### src/rtl/uart_pkg.sv
// -----------------------------------------------------------------------------
// uart_pkg
// Shared definitions for the UART receiver (and its transmitter counterpart):
//   - uart_state_t : framing state machine encoding
//   - legal parameter ranges for data width, oversample factor, stop bits
//   - cnt_width()  : clog2-based counter width helper (never below 1 bit)
//   - rx_params_legal() : elaboration-time parameter sanity check
// Optional feature macro used by the receiver: UART_RX_PARITY_EN.
// -----------------------------------------------------------------------------
package uart_pkg;

  typedef enum logic [2:0] {
    IDLE,
    START,
    DATA,
    PARITY,
    STOP,
    BRK
  } uart_state_t;

  localparam int DEF_DATA_BITS  = 8;
  localparam int DEF_OVERSAMPLE = 16;
  localparam int DEF_STOP_BITS  = 1;

  localparam int DATA_BITS_MIN  = 5;
  localparam int DATA_BITS_MAX  = 9;
  localparam int OVERSAMPLE_MIN = 4;
  localparam int OVERSAMPLE_MAX = 32;
  localparam int STOP_BITS_MIN  = 1;
  localparam int STOP_BITS_MAX  = 2;

  // Width of a counter that must hold 0..n-1.
  function automatic int cnt_width(input int n);
    return (n > 1) ? $clog2(n) : 1;
  endfunction

  function automatic bit rx_params_legal(input int data_bits,
                                         input int oversample,
                                         input int stop_bits);
    return (data_bits  >= DATA_BITS_MIN)  && (data_bits  <= DATA_BITS_MAX)  &&
           (oversample >= OVERSAMPLE_MIN) && (oversample <= OVERSAMPLE_MAX) &&
           ((oversample % 2) == 0) &&
           (stop_bits  >= STOP_BITS_MIN)  && (stop_bits  <= STOP_BITS_MAX);
  endfunction

endpackage

### src/rtl/uart_rx_framed_if.sv
// -----------------------------------------------------------------------------
// uart_rx_framed_if
// Groups the receiver's line-side inputs and receive-path outputs.
//   RX, TICK, PARITY_ODD              : driven by the master (pad / baud side)
//   DOUT, VALID, FRAME_ERR,
//   PARITY_ERR, BUSY                  : driven by the slave (the receiver)
// DATA_BITS must match the receiver instance it is connected to.
// -----------------------------------------------------------------------------
interface uart_rx_framed_if
  import uart_pkg::*;
#(
  parameter int DATA_BITS = DEF_DATA_BITS
);
  logic                 RX;
  logic                 TICK;
  logic                 PARITY_ODD;
  logic [DATA_BITS-1:0] DOUT;
  logic                 VALID;
  logic                 FRAME_ERR;
  logic                 PARITY_ERR;
  logic                 BUSY;

  modport master (
    output RX, TICK, PARITY_ODD,
    input  DOUT, VALID, FRAME_ERR, PARITY_ERR, BUSY
  );

  modport slave (
    input  RX, TICK, PARITY_ODD,
    output DOUT, VALID, FRAME_ERR, PARITY_ERR, BUSY
  );
endinterface

### src/rtl/uart_sync2.sv
// -----------------------------------------------------------------------------
// uart_sync2
// Two-flop synchroniser for a single asynchronous pad input.
//   clk       : destination clock
//   srst      : synchronous active-high reset, both flops load RESET_VAL
//   d         : asynchronous input
//   q         : synchronised output (2 clk latency)
// -----------------------------------------------------------------------------
module uart_sync2 #(
  parameter logic RESET_VAL = 1'b1
) (
  input  logic clk,
  input  logic srst,
  input  logic d,
  output logic q
);
  logic meta_q, meta_d;
  logic sync_q, sync_d;

  always_comb begin
    meta_d = d;
    sync_d = meta_q;
  end

  always_ff @(posedge clk) begin
    if (srst) begin
      meta_q <= RESET_VAL;
      sync_q <= RESET_VAL;
    end else begin
      meta_q <= meta_d;
      sync_q <= sync_d;
    end
  end

  assign q = sync_q;
endmodule

### src/rtl/uart_rx_framed.sv
// -----------------------------------------------------------------------------
// uart_rx_framed
// Oversampling UART receiver with configurable data width, oversample factor
// and stop-bit count, false-start rejection and frame/parity error reporting.
// Ports:
//   CLOCK : system clock, rising edge
//   RESET : synchronous active-high reset
//   bus   : uart_rx_framed_if.slave
//           in : RX (async line, idle high), TICK (oversample strobe),
//                PARITY_ODD (1 = odd parity, latched at start qualification)
//           out: DOUT, VALID (1-cycle strobe), FRAME_ERR, PARITY_ERR, BUSY
// Optional feature: define UART_RX_PARITY_EN to expect one parity bit after
// the data bits. Without it PARITY_ERR is tied 0 and PARITY_ODD is unused.
// -----------------------------------------------------------------------------
module uart_rx_framed
  import uart_pkg::*;
#(
  parameter int DATA_BITS  = DEF_DATA_BITS,
  parameter int OVERSAMPLE = DEF_OVERSAMPLE,
  parameter int STOP_BITS  = DEF_STOP_BITS
) (
  input logic            CLOCK,
  input logic            RESET,
  uart_rx_framed_if.slave bus
);
  localparam int SW = cnt_width(OVERSAMPLE);
  localparam int NW = cnt_width(DATA_BITS);
  localparam logic [SW-1:0] S_MID  = SW'(OVERSAMPLE / 2 - 1);
  localparam logic [SW-1:0] S_LAST = SW'(OVERSAMPLE - 1);
  localparam logic [NW-1:0] N_LAST = NW'(DATA_BITS - 1);

  if (!rx_params_legal(DATA_BITS, OVERSAMPLE, STOP_BITS)) begin : g_bad_params
    $error("uart_rx_framed: illegal DATA_BITS/OVERSAMPLE/STOP_BITS");
  end

  logic rxs;

  uart_sync2 #(.RESET_VAL(1'b1)) u_sync (
    .clk  (CLOCK),
    .srst (RESET),
    .d    (bus.RX),
    .q    (rxs)
  );

  uart_state_t          state_q, state_d;
  logic [SW-1:0]        s_q, s_d;
  logic [NW-1:0]        n_q, n_d;
  logic [DATA_BITS-1:0] b_q, b_d;
  logic [DATA_BITS-1:0] dout_q, dout_d;
  logic                 valid_q, valid_d;
  logic                 ferr_q, ferr_d;
  logic                 stop2_q, stop2_d;   // first of two stop bits already sampled
  logic                 stop1_q, stop1_d;   // value of the first stop bit
  logic                 rxs_prev_q, rxs_prev_d;
  logic                 first_stop;
  logic                 start_edge;
  uart_state_t          after_data;

`ifdef UART_RX_PARITY_EN
  logic par_odd_q, par_odd_d;
  logic perr_pend_q, perr_pend_d;
  logic perr_q, perr_d;
  assign after_data = PARITY;
`else
  logic unused_parity_odd;
  assign unused_parity_odd = bus.PARITY_ODD;
  assign after_data = STOP;
`endif

  // A frame needs a real falling edge: rxs_prev resets low so a line that is
  // already low when reset releases (e.g. reset mid-frame) cannot start one.
  assign start_edge = rxs_prev_q & ~rxs;

  // With two stop bits the framing verdict comes from the stored first bit.
  assign first_stop = (STOP_BITS == 2) ? stop1_q : rxs;

  always_comb begin
    state_d    = state_q;
    s_d        = s_q;
    n_d        = n_q;
    b_d        = b_q;
    dout_d     = dout_q;
    valid_d    = 1'b0;
    ferr_d     = ferr_q;
    stop2_d    = stop2_q;
    stop1_d    = stop1_q;
    rxs_prev_d = rxs;
`ifdef UART_RX_PARITY_EN
    par_odd_d   = par_odd_q;
    perr_pend_d = perr_pend_q;
    perr_d      = perr_q;
`endif

    case (state_q)
      IDLE: begin
        if (start_edge) begin
          state_d = START;
          s_d     = '0;
        end
      end

      START: begin
        if (bus.TICK) begin
          if (s_q == S_MID) begin
            if (rxs) begin
              state_d = IDLE;        // glitch shorter than half a bit
            end else begin
              state_d = DATA;
              s_d     = '0;
              n_d     = '0;
`ifdef UART_RX_PARITY_EN
              par_odd_d = bus.PARITY_ODD;
`endif
            end
          end else begin
            s_d = s_q + SW'(1);
          end
        end
      end

      DATA: begin
        if (bus.TICK) begin
          if (s_q == S_LAST) begin
            s_d = '0;
            b_d = {rxs, b_q[DATA_BITS-1:1]};
            if (n_q == N_LAST) begin
              state_d = after_data;
              stop2_d = 1'b0;
            end else begin
              n_d = n_q + NW'(1);
            end
          end else begin
            s_d = s_q + SW'(1);
          end
        end
      end

`ifdef UART_RX_PARITY_EN
      PARITY: begin
        if (bus.TICK) begin
          if (s_q == S_LAST) begin
            s_d         = '0;
            perr_pend_d = ((^b_q) ^ rxs) != par_odd_q;
            state_d     = STOP;
            stop2_d     = 1'b0;
          end else begin
            s_d = s_q + SW'(1);
          end
        end
      end
`endif

      STOP: begin
        if (bus.TICK) begin
          if (s_q == S_LAST) begin
            s_d = '0;
            if ((STOP_BITS == 2) && !stop2_q) begin
              stop2_d = 1'b1;
              stop1_d = rxs;
            end else begin
              // Final stop sample is mid-bit, so a following start edge
              // right at the end of the stop bit is still caught.
              valid_d = 1'b1;
              dout_d  = b_q;
              ferr_d  = ~first_stop;
`ifdef UART_RX_PARITY_EN
              perr_d  = perr_pend_q;
`endif
              state_d = first_stop ? IDLE : BRK;
            end
          end else begin
            s_d = s_q + SW'(1);
          end
        end
      end

      BRK: begin
        // Hold off until the line returns high so a break yields one frame.
        if (rxs) begin
          state_d = IDLE;
        end
      end

      default: state_d = IDLE;
    endcase
  end

  always_ff @(posedge CLOCK) begin
    if (RESET) begin
      state_q    <= IDLE;
      s_q        <= '0;
      n_q        <= '0;
      b_q        <= '0;
      dout_q     <= '0;
      valid_q    <= 1'b0;
      ferr_q     <= 1'b0;
      stop2_q    <= 1'b0;
      stop1_q    <= 1'b0;
      rxs_prev_q <= 1'b0;
`ifdef UART_RX_PARITY_EN
      par_odd_q   <= 1'b0;
      perr_pend_q <= 1'b0;
      perr_q      <= 1'b0;
`endif
    end else begin
      state_q    <= state_d;
      s_q        <= s_d;
      n_q        <= n_d;
      b_q        <= b_d;
      dout_q     <= dout_d;
      valid_q    <= valid_d;
      ferr_q     <= ferr_d;
      stop2_q    <= stop2_d;
      stop1_q    <= stop1_d;
      rxs_prev_q <= rxs_prev_d;
`ifdef UART_RX_PARITY_EN
      par_odd_q   <= par_odd_d;
      perr_pend_q <= perr_pend_d;
      perr_q      <= perr_d;
`endif
    end
  end

  assign bus.DOUT      = dout_q;
  assign bus.VALID     = valid_q;
  assign bus.FRAME_ERR = ferr_q;
  assign bus.BUSY      = (state_q != IDLE);
`ifdef UART_RX_PARITY_EN
  assign bus.PARITY_ERR = perr_q;
`else
  assign bus.PARITY_ERR = 1'b0;
`endif
endmodule

### src/flat_wrapper.sv
// flat-port wrapper written by rule: the top's interface ports become plain ports
module uart_rx_framed_flat import uart_pkg::*;
#(
  parameter int DATA_BITS  = DEF_DATA_BITS,
  parameter int OVERSAMPLE = DEF_OVERSAMPLE,
  parameter int STOP_BITS  = DEF_STOP_BITS
)
  (CLOCK, RESET, bus_RX, bus_TICK, bus_PARITY_ODD, bus_DOUT, bus_VALID, bus_FRAME_ERR, bus_PARITY_ERR, bus_BUSY);
  uart_rx_framed_if #(.DATA_BITS(DATA_BITS)) bus_i ();
  input logic CLOCK;
  input logic RESET;
  input wire logic [$bits(bus_i.RX)-1:0] bus_RX;
  input wire logic [$bits(bus_i.TICK)-1:0] bus_TICK;
  input wire logic [$bits(bus_i.PARITY_ODD)-1:0] bus_PARITY_ODD;
  output wire logic [$bits(bus_i.DOUT)-1:0] bus_DOUT;
  output wire logic [$bits(bus_i.VALID)-1:0] bus_VALID;
  output wire logic [$bits(bus_i.FRAME_ERR)-1:0] bus_FRAME_ERR;
  output wire logic [$bits(bus_i.PARITY_ERR)-1:0] bus_PARITY_ERR;
  output wire logic [$bits(bus_i.BUSY)-1:0] bus_BUSY;
  assign bus_i.RX = bus_RX;
  assign bus_i.TICK = bus_TICK;
  assign bus_i.PARITY_ODD = bus_PARITY_ODD;
  assign bus_DOUT = bus_i.DOUT;
  assign bus_VALID = bus_i.VALID;
  assign bus_FRAME_ERR = bus_i.FRAME_ERR;
  assign bus_PARITY_ERR = bus_i.PARITY_ERR;
  assign bus_BUSY = bus_i.BUSY;
  uart_rx_framed #(.DATA_BITS(DATA_BITS), .OVERSAMPLE(OVERSAMPLE), .STOP_BITS(STOP_BITS)) u_core (.CLOCK(CLOCK), .RESET(RESET), .bus(bus_i));
endmodule
### config.mk
export PLATFORM = sky130hd
export DESIGN_NAME = uart_rx_framed_flat
export DESIGN_NICKNAME = d
export VERILOG_FILES = /design/src/rtl/uart_pkg.sv /design/src/rtl/uart_rx_framed_if.sv /design/src/rtl/uart_sync2.sv /design/src/rtl/uart_rx_framed.sv /design/src/flat_wrapper.sv
export SDC_FILE = /design/constraint.sdc
export NUM_CORES = 1
export LEC_CHECK = 0
export CORE_ASPECT_RATIO = 0.8
export CORE_MARGIN = 2
export CORE_UTILIZATION = 29
export DETAILED_ROUTE_END_ITERATION = 10
export MAX_ROUTING_LAYER = met4
export SKIP_LAST_GASP = 1
export SLEW_MARGIN = 30
export SYNTH_ARGS = -nofsm -noshare
export SYNTH_HDL_FRONTEND = slang
export SYNTH_SLANG_ARGS = --single-unit
### constraint.sdc
create_clock -name CLOCK -period 2 [get_ports CLOCK]
set_input_delay 0.2 -clock CLOCK [delete_from_list [all_inputs] [get_ports CLOCK]]
set_output_delay 0.2 -clock CLOCK [all_outputs]
set_load 0.02 [all_outputs]
==> results of run 1 <==
==> power groups by stage <==
stage | Clock, W | Sequential (W) | Combinational (W)
floorplan | 0 | 0.000637 | 0.0000463
global placement | 0 | 0.000641 | 0.0000713
detailed placement | 0 | 0.000641 | 0.0000711
CTS | 0.000636 | 0.000627 | 0.0000705
global route | 0.000669 | 0.000628 | 0.0000783
finish | 0.000613 | 0.000627 | 0.0000714
==> worst max-delay path, delay by kind of cell (launching register included) <==
family	cells	cell delay [ns]
AOI/OAI and AO/OA	2	0.31
DFF	1	0.40
and+or+nand+nor	3	1.11
==> state kept, by name, indices dropped and copies added, names as in the netlist, 3 cells and up <==
signal and cells:
u_core.bus.DOUT 8, u_core.n_q 3, u_core.s_q 4, u_core.b_q 8, u_core.state_q 3
==> metal layers <==
metal | share of wire (%) | wire (um) | global-route usage, % | up-vias
met5 | 0 | 0 | - | -
met4 | 2.0 | 55 | 5.53 | 0
met3 | 5.0 | 139 | 4.83 | 6
met2 | 41 | 1150 | 15.8 | 27
met1 | 52 | 1450 | 15.3 | 533
li1 | - | - | - | 591
==> timing repair <==
action	4_1_cts	5_1_grt
setup endpoints to repair	1	4
pin swaps	0	0
endpoints found under the hold margin	0	0
resized for setup	1	2
setup buffers	0	0
==> cell type report <==
cell class	instances	area, um^2	share of cell area, %
Clock inverter	3	43.8	2.40
Inverter	2	7.51	0.412
Tap cell	60	75.1	4.12
Sequential cell	31	621	34.1
Multi-Input combinational cell	111	769	42.2
Timing Repair Buffer	27	236	13.0
Clock buffer	5	68.8	3.78
==> cell usage in the layout (no fill, tap or decap), drive strengths merged, types with 2 or more instances in the layout <==
cell type      synthesis  routed
nor3b                  2       2
nand3                  3       3
clkbuf                 5       5
dfxtp                 31      31
or4bb                  2       2
nor2b                  5       5
buf                    7      13
ha                     3       3
o21ai                  2       2
inv                    2       2
clkdlybuf4s50          0      13
nor4b                  3       3
or2                    5       5
mux2i                 19      19
a21oi                  6       6
a31oi                  3       3
nor2                  25      25
nand2                 10      10
clkinv                 0       2
or3                    3       3
or4b                   2       2
o211ai                 2       2
==> stage by stage <==
| stage | util (%) | total power, W | worst slack, ns | hold slack (ns) |
|---|---|---|---|---|
| 2_1_floorplan | - | 0.000683 | 0.174 | 0.272 |
| 3_3_place_gp | 36.3 | 0.000712 | -0.0264 | 0.392 |
| 3_5_place_dp | 36.3 | 0.000712 | -0.0280 | 0.399 |
| 4_1_cts | 38.7 | 0.00133 | 0.122 | 0.419 |
| 5_1_grt | 38.9 | 0.00137 | 0.0106 | 0.423 |
| 6_report | 38.9 | 0.00131 | 0.117 | 0.414 |
==> cell families after synthesis <==
family,after synthesis,synth area share (%)
flops,31,43.1
mux,19,13.2
simple gates,66,25.2
xor+xnor,2,1.22
buf+inv,14,4.86
compound gates,20,9.64
other cells,1,0.260
fa+ha+maj,3,2.60
==> final timing paths <==
kind | cells after the start | endpoint | start
worst max-delay path | 5 | u_core.s_q[3] | u_core.state_q[1]
worst min-delay path | 1 | u_core.u_sync.q | u_core.u_sync.meta_q
worst max register to register | 5 | u_core.s_q[3] | u_core.state_q[1]
worst min register to register | 1 | u_core.u_sync.q | u_core.u_sync.meta_q
==> qor.yml, run 1 <==
placed_design:
  dp_hpwl_um: 1840
  io_buffer_count: 14
  post_dp_cell_area_um2: 1700
  placed_cells: 231
  place_congestion: 0.776
cts:
  cts_buffers: 5
  cts-root-buf: "clkbuf_8"
  htreeDepth: 2
  cts_sinks: 31
  clk_pin_slew_ns: 0.07
  cts_hold_buffers: 0
  clk_latency_ns: 0.28
  cts_tree: "yes"
  clockBufferDepth: 2
timing:
  setup_tns_ns: 0
  fin_crit_sh_pct: 94.1
  period_minus_slack_ns: 1.88
  final-hold-violation-count: 0
  setup_viol: 0
  skew_ns: 0.00388
  grt_setup_unrepaired: "no"
  fmax_mhz: 531
  slew_viol_final: 0
pwr:
  vdd_drop_max_mv: 0.444
  powerDensity_nw_per_um2: 720
  leakagePower_nw: 0.661
  power_frac_comb_pct: 5.4
  swShare_pct: 21.7
  clkPwrFrac_pct: 46.7
  power_frac_seq_pct: 47.8
  power.internal_w: 0.00103
  p_sw_w: 0.000285
grt:
  antenna_found_initial: 0
  first_global_vias: 1060
  grt_first_pass_wirelength_um: 5000
  grt_max_degree: 33
  grtUsageTotal_pct: 11.8
  grt_overflow: 0
run:
  maxCapViolations: 0
layout:
  diodes: 0
  drive_gt1_share_pct: 19.0
  final_cell_area_um2: 1820
  fillers: 476
  final_cells: 239
  area_growth_pct: 26.4
  final_nets: 186
synth:
  seq_area_frac_synth_pct: 43.1
  syn-num-nets: 164
  yosys_warnings: 0
  synth.distinct_cells: 41
  syn_area_um2: 1440
  yosysMostFrequentCell: "dfxtp_1"
  ys_top_cells_by_count: "dfxtp_1 (31), nor2_1 (23), mux2i_1 (19), nand2_1 (10), a21oi_1 (6)"
  ys_ff_latch: 31
  syn_area_per_cell_um2: 9.24
  synth_top_area_cell: "dfxtp_1"
  syn-instance-count: 156
  synth.area.top_cells: "dfxtp_1 (43%), mux2i_1 (13%), nor2_1 (6.0%)"
  yosys.area.top_type_share_pct: 43.1
  synth-main-ff-cell: "dfxtp_1"
  synth-edff-count: 0
  ys_async_sr_fraction_pct: 0
floorplan:
  die_w_um: 82.8
  initial_core_util_pct: 30.8
  pin_count: 17
  row_count: 22
  chipHeight_um: 67.1
  core-area_um2: 4680
  die-area_um2: 5550
setup_path:
  arrival_ns: 2.10
  cp.required_ns: 2.22
  reg2reg_slack_ns: 0.12
  end_kind: "flop"
  crit_fanout: 9
  critical_path.slowest_cell: "or4b_4"
  start_kind: "flop"
  crit_chain: "or4b_4 -> o211ai_2 -> nor2_2 -> or4_1 -> a21oi_1"
  slowest_delay_ns: 0.57
  crit_type: "flop to flop"
route:
  avgViaCountPerCell: 4.84
  first_pass_iters: 4
  avgRoutedWirePerCell_um: 11.7
  drt-initial-drc-count: 77
  routed_wirelength_um: 2800
  drc: 0
  route.antenna.remaining_nets: 0
  via_count: 1157
hold_path:
  min_path_type: "flop to flop"
outcome:
  status: "complete, no violations"
(Power assumes the default switching activity.)
==> run 2: changes to the inputs <==
--- a/config.mk
+++ b/config.mk
@@ -7,9 +7,10 @@
 export LEC_CHECK = 0
 export CORE_ASPECT_RATIO = 0.8
 export CORE_MARGIN = 2
-export CORE_UTILIZATION = 29
+export CORE_UTILIZATION = 45
 export DETAILED_ROUTE_END_ITERATION = 10
 export MAX_ROUTING_LAYER = met4
+export PLACE_DENSITY = 0.66
 export SKIP_LAST_GASP = 1
 export SLEW_MARGIN = 30
 export SYNTH_ARGS = -nofsm -noshare
==> run 2 against run 1 <==
Effect of this change:
- routed wire length up 1.1%
- combinational power down 3.9%
- worst setup slack worse by 0.027 ns
- largest power group unchanged
- cell count down 9.2%
==> qor.yml, run 2 (synthesized netlist as in run 1, its figures left out) <==
layout:
  diodes: 0  # unchanged
  final_cells: 217  # -9.2%
  final_util_pct: 58.3  # +19 points
  multi_input_area_um2: 766  # -0.49%
  final_nets: 184  # -1.1%
  area_growth_pct: 24.0
  layout_commonest_cell: "dfxtp_1"
  drive_gt1_share_pct: 18.1  # -0.92 points
  seq_area_um2: 621  # unchanged
  final_cell_area_um2: 1790  # -1.9%
  layout_common_cells: "dfxtp_1 (31), nor2_1 (23), mux2i_1 (19), clkdlybuf4s50_1 (13), buf_4 (11)"
  fillers: 291  # -39%
route:
  routed_wirelength_um: 2830  # +1.1%
  avgViaCountPerCell: 5.38  # +11%
  route.antenna.remaining_nets: 0  # unchanged
  avgRoutedWirePerCell_um: 13.0  # +11%
  via_count: 1167  # +0.86%
  drt-initial-drc-count: 74  # -3.9%
  first_pass_iters: 5  # +1
  drc: 0  # unchanged
grt:
  met3_usage_pct: 3.70  # -1.1 points
  grt_overflow: 0  # unchanged
  grtUsageTotal_pct: 17.3  # +5.5 points
  grt_first_pass_wirelength_um: 4480  # -10%
  met1_usage_pct: 20.3  # +5.1 points
  use_met2_pct: 28.2  # +12 points
  antenna_found_initial: 0  # unchanged
  grt_max_degree: 33  # unchanged
  first_global_vias: 1039  # -2.0%
  grt-busiest-layer: "met2"
timing:
  fin_crit_sh_pct: 95.5  # +1.4 points
  fmax_mhz: 524  # -1.4%
  slew_viol_final: 0  # unchanged
  setup_viol: 0  # unchanged
  setup_tns_ns: 0  # unchanged
  final-hold-violation-count: 0  # unchanged
  grt_setup_unrepaired: "no"
  skew_ns: 0.00604  # +0.00216 ns
  period_minus_slack_ns: 1.91  # +0.0273 ns
cts:
  cts_hold_buffers: 0  # unchanged
  cts_tree: "yes"
  clk_pin_slew_ns: 0.06  # about the same
  clockBufferDepth: 2  # unchanged
  ctsResizeCount: 0  # -1
  cts-root-buf: "clkbuf_8"
  cts_sinks: 31  # unchanged
  cts_buffers: 5  # unchanged
  htreeDepth: 2  # unchanged
  clk_latency_ns: 0.28  # about the same
  cts_setup_buffers: 0  # unchanged
setup_path:
  regToRegEndpoint: "u_core.s_q[3]"
  crit_chain: "or4b_4 -> o211ai_2 -> nor2_2 -> or4_1 -> a21oi_1"
  crit_family: "simple AND/OR/NAND/NOR gates"
  crit_buf_inv: 0  # unchanged
  start_kind: "flop"
  reg2reg_slack_ns: 0.09  # -0.03 ns
  reg2regPathDepth: 5  # unchanged
  crit_type: "flop to flop"
  cp.required_ns: 2.20  # -0.02 ns
  r2r_start: "u_core.state_q[0]"
  end_kind: "flop"
  slowest_delay_ns: 0.56  # about the same
  arrival_ns: 2.11  # about the same
  crit_fanout: 11  # +2
  critical_path.slowest_cell: "or4b_4"
floorplan:
  row_count: 18  # -18%
  pin_count: 17  # unchanged
  initial_core_util_pct: 47.1  # +16 points
  die-area_um2: 3670  # -34%
  core-area_um2: 3060  # -35%
  die_w_um: 67.3  # -19%
  chipHeight_um: 54.6  # -19%
hold_path:
  hold_end: "u_core.u_sync.q"
  min_from: "u_core.u_sync.meta_q"
  min_path_cells: 1  # unchanged
  min_path_type: "flop to flop"
placed_design:
  io_buffer_count: 14  # unchanged
  placed_cells: 209  # -9.5%
  place_congestion: 0.802  # +3.2%
  post_dp_cell_area_um2: 1660  # -2.4%
  dp_hpwl_um: 1930  # +5.0%
pwr:
  power.total_w: 0.00132  # +0.76%
  powerDensity_nw_per_um2: 739  # +2.7%
  leakagePower_nw: 0.662  # +0.25%
  vdd_drop_max_mv: 0.504  # +14%
run:
  maxCapViolations: 0  # unchanged
outcome:
  status: "complete, no violations"
run 2: how the worst max path moves through the flow:
| stage | from | end | slack, ns | cells after the start |
|---|---|---|---|---|
| floorplan | u_core.state_q[1] | u_core.s_q[3] | 0.17 | 6 |
| global placement | bus_TICK | u_core.s_q[3] | -0.01 | 6 |
| detailed placement | bus_TICK | u_core.s_q[3] | -0.07 | 6 |
| CTS | u_core.state_q[2] | bus_BUSY | 0.01 | 3 |
| global route | u_core.state_q[0] | u_core.s_q[3] | 0.02 | 5 |
| finish | u_core.state_q[0] | u_core.s_q[3] | 0.09 | 5 |
run 2: per-layer routing:
| layer | part of all wire [%] | wire length, um |
|---|---|---|
| met5 | 0 | 0 |
| met4 | 1.5 | 43 |
| met3 | 4.7 | 134 |
| met2 | 48 | 1350 |
| met1 | 46 | 1300 |
run 2: layout make-up:
type                    instances  area share, %
repair buffers                 25           12.6
clock buffers                   6           4.62
inverters                       2          0.420
multi-input cells             111           42.9
clock inverters                 2           1.96
flip-flops and latches         31           34.7
well taps                      40           2.80
run 2: per-stage QoR:
| stage | hold WS [ns] | setup slack, ns |
|---|---|---|
| after floorplan | 0.272 | 0.174 |
| after global placement | 0.393 | -0.0138 |
| after detailed placement | 0.412 | -0.0661 |
| after CTS | 0.431 | 0.0106 |
| after global routing | 0.437 | 0.0228 |
| final | 0.419 | 0.0900 |
run 2: power breakdown:
group / total (W) / switching, W / internal (W)
Combinational: 0.0000686 / 0.0000358 / 0.0000328
Sequential: 0.000628 / 0.00000578 / 0.000622
Clock: 0.000625 / 0.000222 / 0.000402
==> run 3: changes to the inputs <==
--- a/config.mk
+++ b/config.mk
@@ -9,8 +9,9 @@
 export CORE_MARGIN = 2
 export CORE_UTILIZATION = 45
 export DETAILED_ROUTE_END_ITERATION = 10
+export DONT_BUFFER_PORTS = 1
 export MAX_ROUTING_LAYER = met4
-export PLACE_DENSITY = 0.66
+export SETUP_SLACK_MARGIN = 0.4
 export SKIP_LAST_GASP = 1
 export SLEW_MARGIN = 30
 export SYNTH_ARGS = -nofsm -noshare
==> run 3 against run 2 <==
Effect of this change:
- via count is 2.3% higher
- worst setup slack improved by 0.16 ns
- non-clock buffer count increased by 2
- design area increased by 8.8%
- clock skew about the same
- count of clock-buffer cells in the layout grew 2
- critical path depth rose by 1
- flip-flop and latch count stayed put
- clock power shrank 16%
- sequential share of layout area down 2.0 points
- cell count grew 0.92%
- critical endpoint unchanged
- largest cell class unchanged
==> qor.yml, run 3 (synthesized netlist as in run 1, its figures left out) <==
outcome:
  status: "complete, no violations"
setup_path:
  crit_type: "flop to flop"
  startpoint: "u_core.state_q[0]"
  crit_fanout: 6  # -5
  cp.required_ns: 2.21  # about the same
  arrival_ns: 1.97  # -0.14 ns
  start_kind: "flop"
  r2r_start: "u_core.state_q[0]"
  end_kind: "flop"
placed_design:
  post_dp_cell_area_um2: 1570  # -5.6%
  io_buffer_count: 0  # -14
  dp_hpwl_um: 1830  # -5.2%
  placed_cells: 192  # -8.1%
  place_congestion: 0.800  # -0.20%
grt:
  first_global_vias: 1178  # +13%
  grt_overflow: 0  # unchanged
  grtUsageTotal_pct: 19.6  # +2.3 points
  grt_first_pass_wirelength_um: 5060  # +13%
  grt_max_degree: 33  # unchanged
  antenna_found_initial: 0  # unchanged
layout:
  layout_commonest_cell: "dfxtp_1"
  area_growth_pct: 34.8
  final_cells: 219  # +0.92%
  layout_common_cells: "dfxtp_1 (22), nor2_1 (21), mux2i_1 (18), buf_4 (15)"
  diodes: 0  # unchanged
  fillers: 267  # -8.2%
  final_cell_area_um2: 1940  # +8.8%
  multi_input_area_um2: 890  # +16%
  drive_gt1_share_pct: 38.5  # +20 points
  seq_area_um2: 637  # +2.6%
  final_nets: 186  # +1.1%
timing:
  skew_ns: 0.00648  # +0.000444 ns
  fin_crit_sh_pct: 87.7  # -7.8 points
  period_minus_slack_ns: 1.75  # -0.157 ns
  grt_setup_unrepaired: "yes"
  setup_viol: 0  # unchanged
  slew_viol_final: 0  # unchanged
  fmax_mhz: 570  # +8.9%
  final-hold-violation-count: 0  # unchanged
  setup_tns_ns: 0  # unchanged
cts:
  cts_sinks: 31  # unchanged
  clockBufferDepth: 2  # unchanged
  cts_tree: "yes"
  cts_buffers: 5  # unchanged
  clk_latency_ns: 0.28  # about the same
  htreeDepth: 2  # unchanged
  clk_pin_slew_ns: 0.06  # about the same
  cts-root-buf: "clkbuf_8"
route:
  avgRoutedWirePerCell_um: 14.2  # +9.0%
  route.antenna.remaining_nets: 0  # unchanged
  routed_wirelength_um: 3110  # +10%
  drc: 0  # unchanged
  avgViaCountPerCell: 5.45  # +1.4%
  first_pass_iters: 5  # unchanged
  drt-initial-drc-count: 32  # -57%
  via_count: 1194  # +2.3%
floorplan:
  die-area_um2: 3670  # unchanged
  row_count: 18  # unchanged
  initial_core_util_pct: 47.1  # unchanged
  core-area_um2: 3060  # unchanged
  chipHeight_um: 54.6  # unchanged
  pin_count: 17  # unchanged
  die_w_um: 67.3  # unchanged
run:
  maxCapViolations: 0  # unchanged
pwr:
  powerDensity_nw_per_um2: 636  # -14%
  leakagePower_nw: 0.694  # +4.7%
  vdd_drop_max_mv: 0.665  # +32%
hold_path:
  min_path_type: "input port to flop"
  min_from: "RESET"
run 3: worst paths after layout:
check | end | slack [ns] | cells past startpoint
hold / removal | u_core.state_q[2] | 0.02 | 1
hold reg to reg | u_core.u_sync.q | 0.41 | 1
setup / recovery | u_core.s_q[3] | 0.25 | 6
setup reg to reg | u_core.s_q[3] | 0.25 | 6
run 3: area by class of cell:
type,count,area share (%)
Clock buffer,8,5.15
Tap cell,40,2.58
Sequential cell,31,32.8
Timing Repair Buffer,27,13.3
Multi-Input combinational cell,111,45.8
Inverter,2,0.386
run 3: worst max-delay path, stage by stage, from the launching register on:
cell      delay (ns)
dfxtp_4         0.37
buf_6           0.12
or4bb_1         0.49
o211ai_2        0.10
nor2_4          0.07
or4_1           0.41
a21oi_1         0.13
run 3: metrics by stage:
| stage | total power [W] | hold WS, ns | setup WS (ns) | util [%] |
|---|---|---|---|---|
| 2_1_floorplan | 0.000688 | 0.272 | 0.233 | - |
| 3_3_place_gp | 0.000687 | 0.265 | 0.195 | 51.1 |
| 3_5_place_dp | 0.000689 | 0.268 | 0.148 | 51.1 |
| 4_1_cts | 0.00123 | -0.0393 | 0.260 | 59.6 |
| 5_1_grt | 0.00128 | 0.00972 | 0.191 | 63.4 |
| 6_report | 0.00123 | 0.0175 | 0.247 | 63.4 |
run 3: routing by layer:
layer	GRT usage (%)	part of all wire (%)	up-vias
li1	-	-	586
met1	20.6	43	568
met2	34.8	51	35
met3	5.97	4.9	5
met4	7.82	1.0	0
met5	-	0	-
run 3: where the power goes:
group / leakage [nW] / internal (W) / switching [W]
clock network: 0.0515 / 0.000313 / 0.000213
registers: 0.255 / 0.000621 / 0.00000465
logic: 0.387 / 0.0000406 / 0.0000423
total: 0.694 / 0.000975 / 0.000260
run 3: timing repair:
item | in CTS | in global routing
buffers inserted | 12 | 4
cloned | 1 | 0
hold buffers | 1 | 1
hold endpoints to repair | 27 | 26
setup endpoints to repair | 27 | 28
pin swaps | 14 | 7
resized for setup | 17 | 18
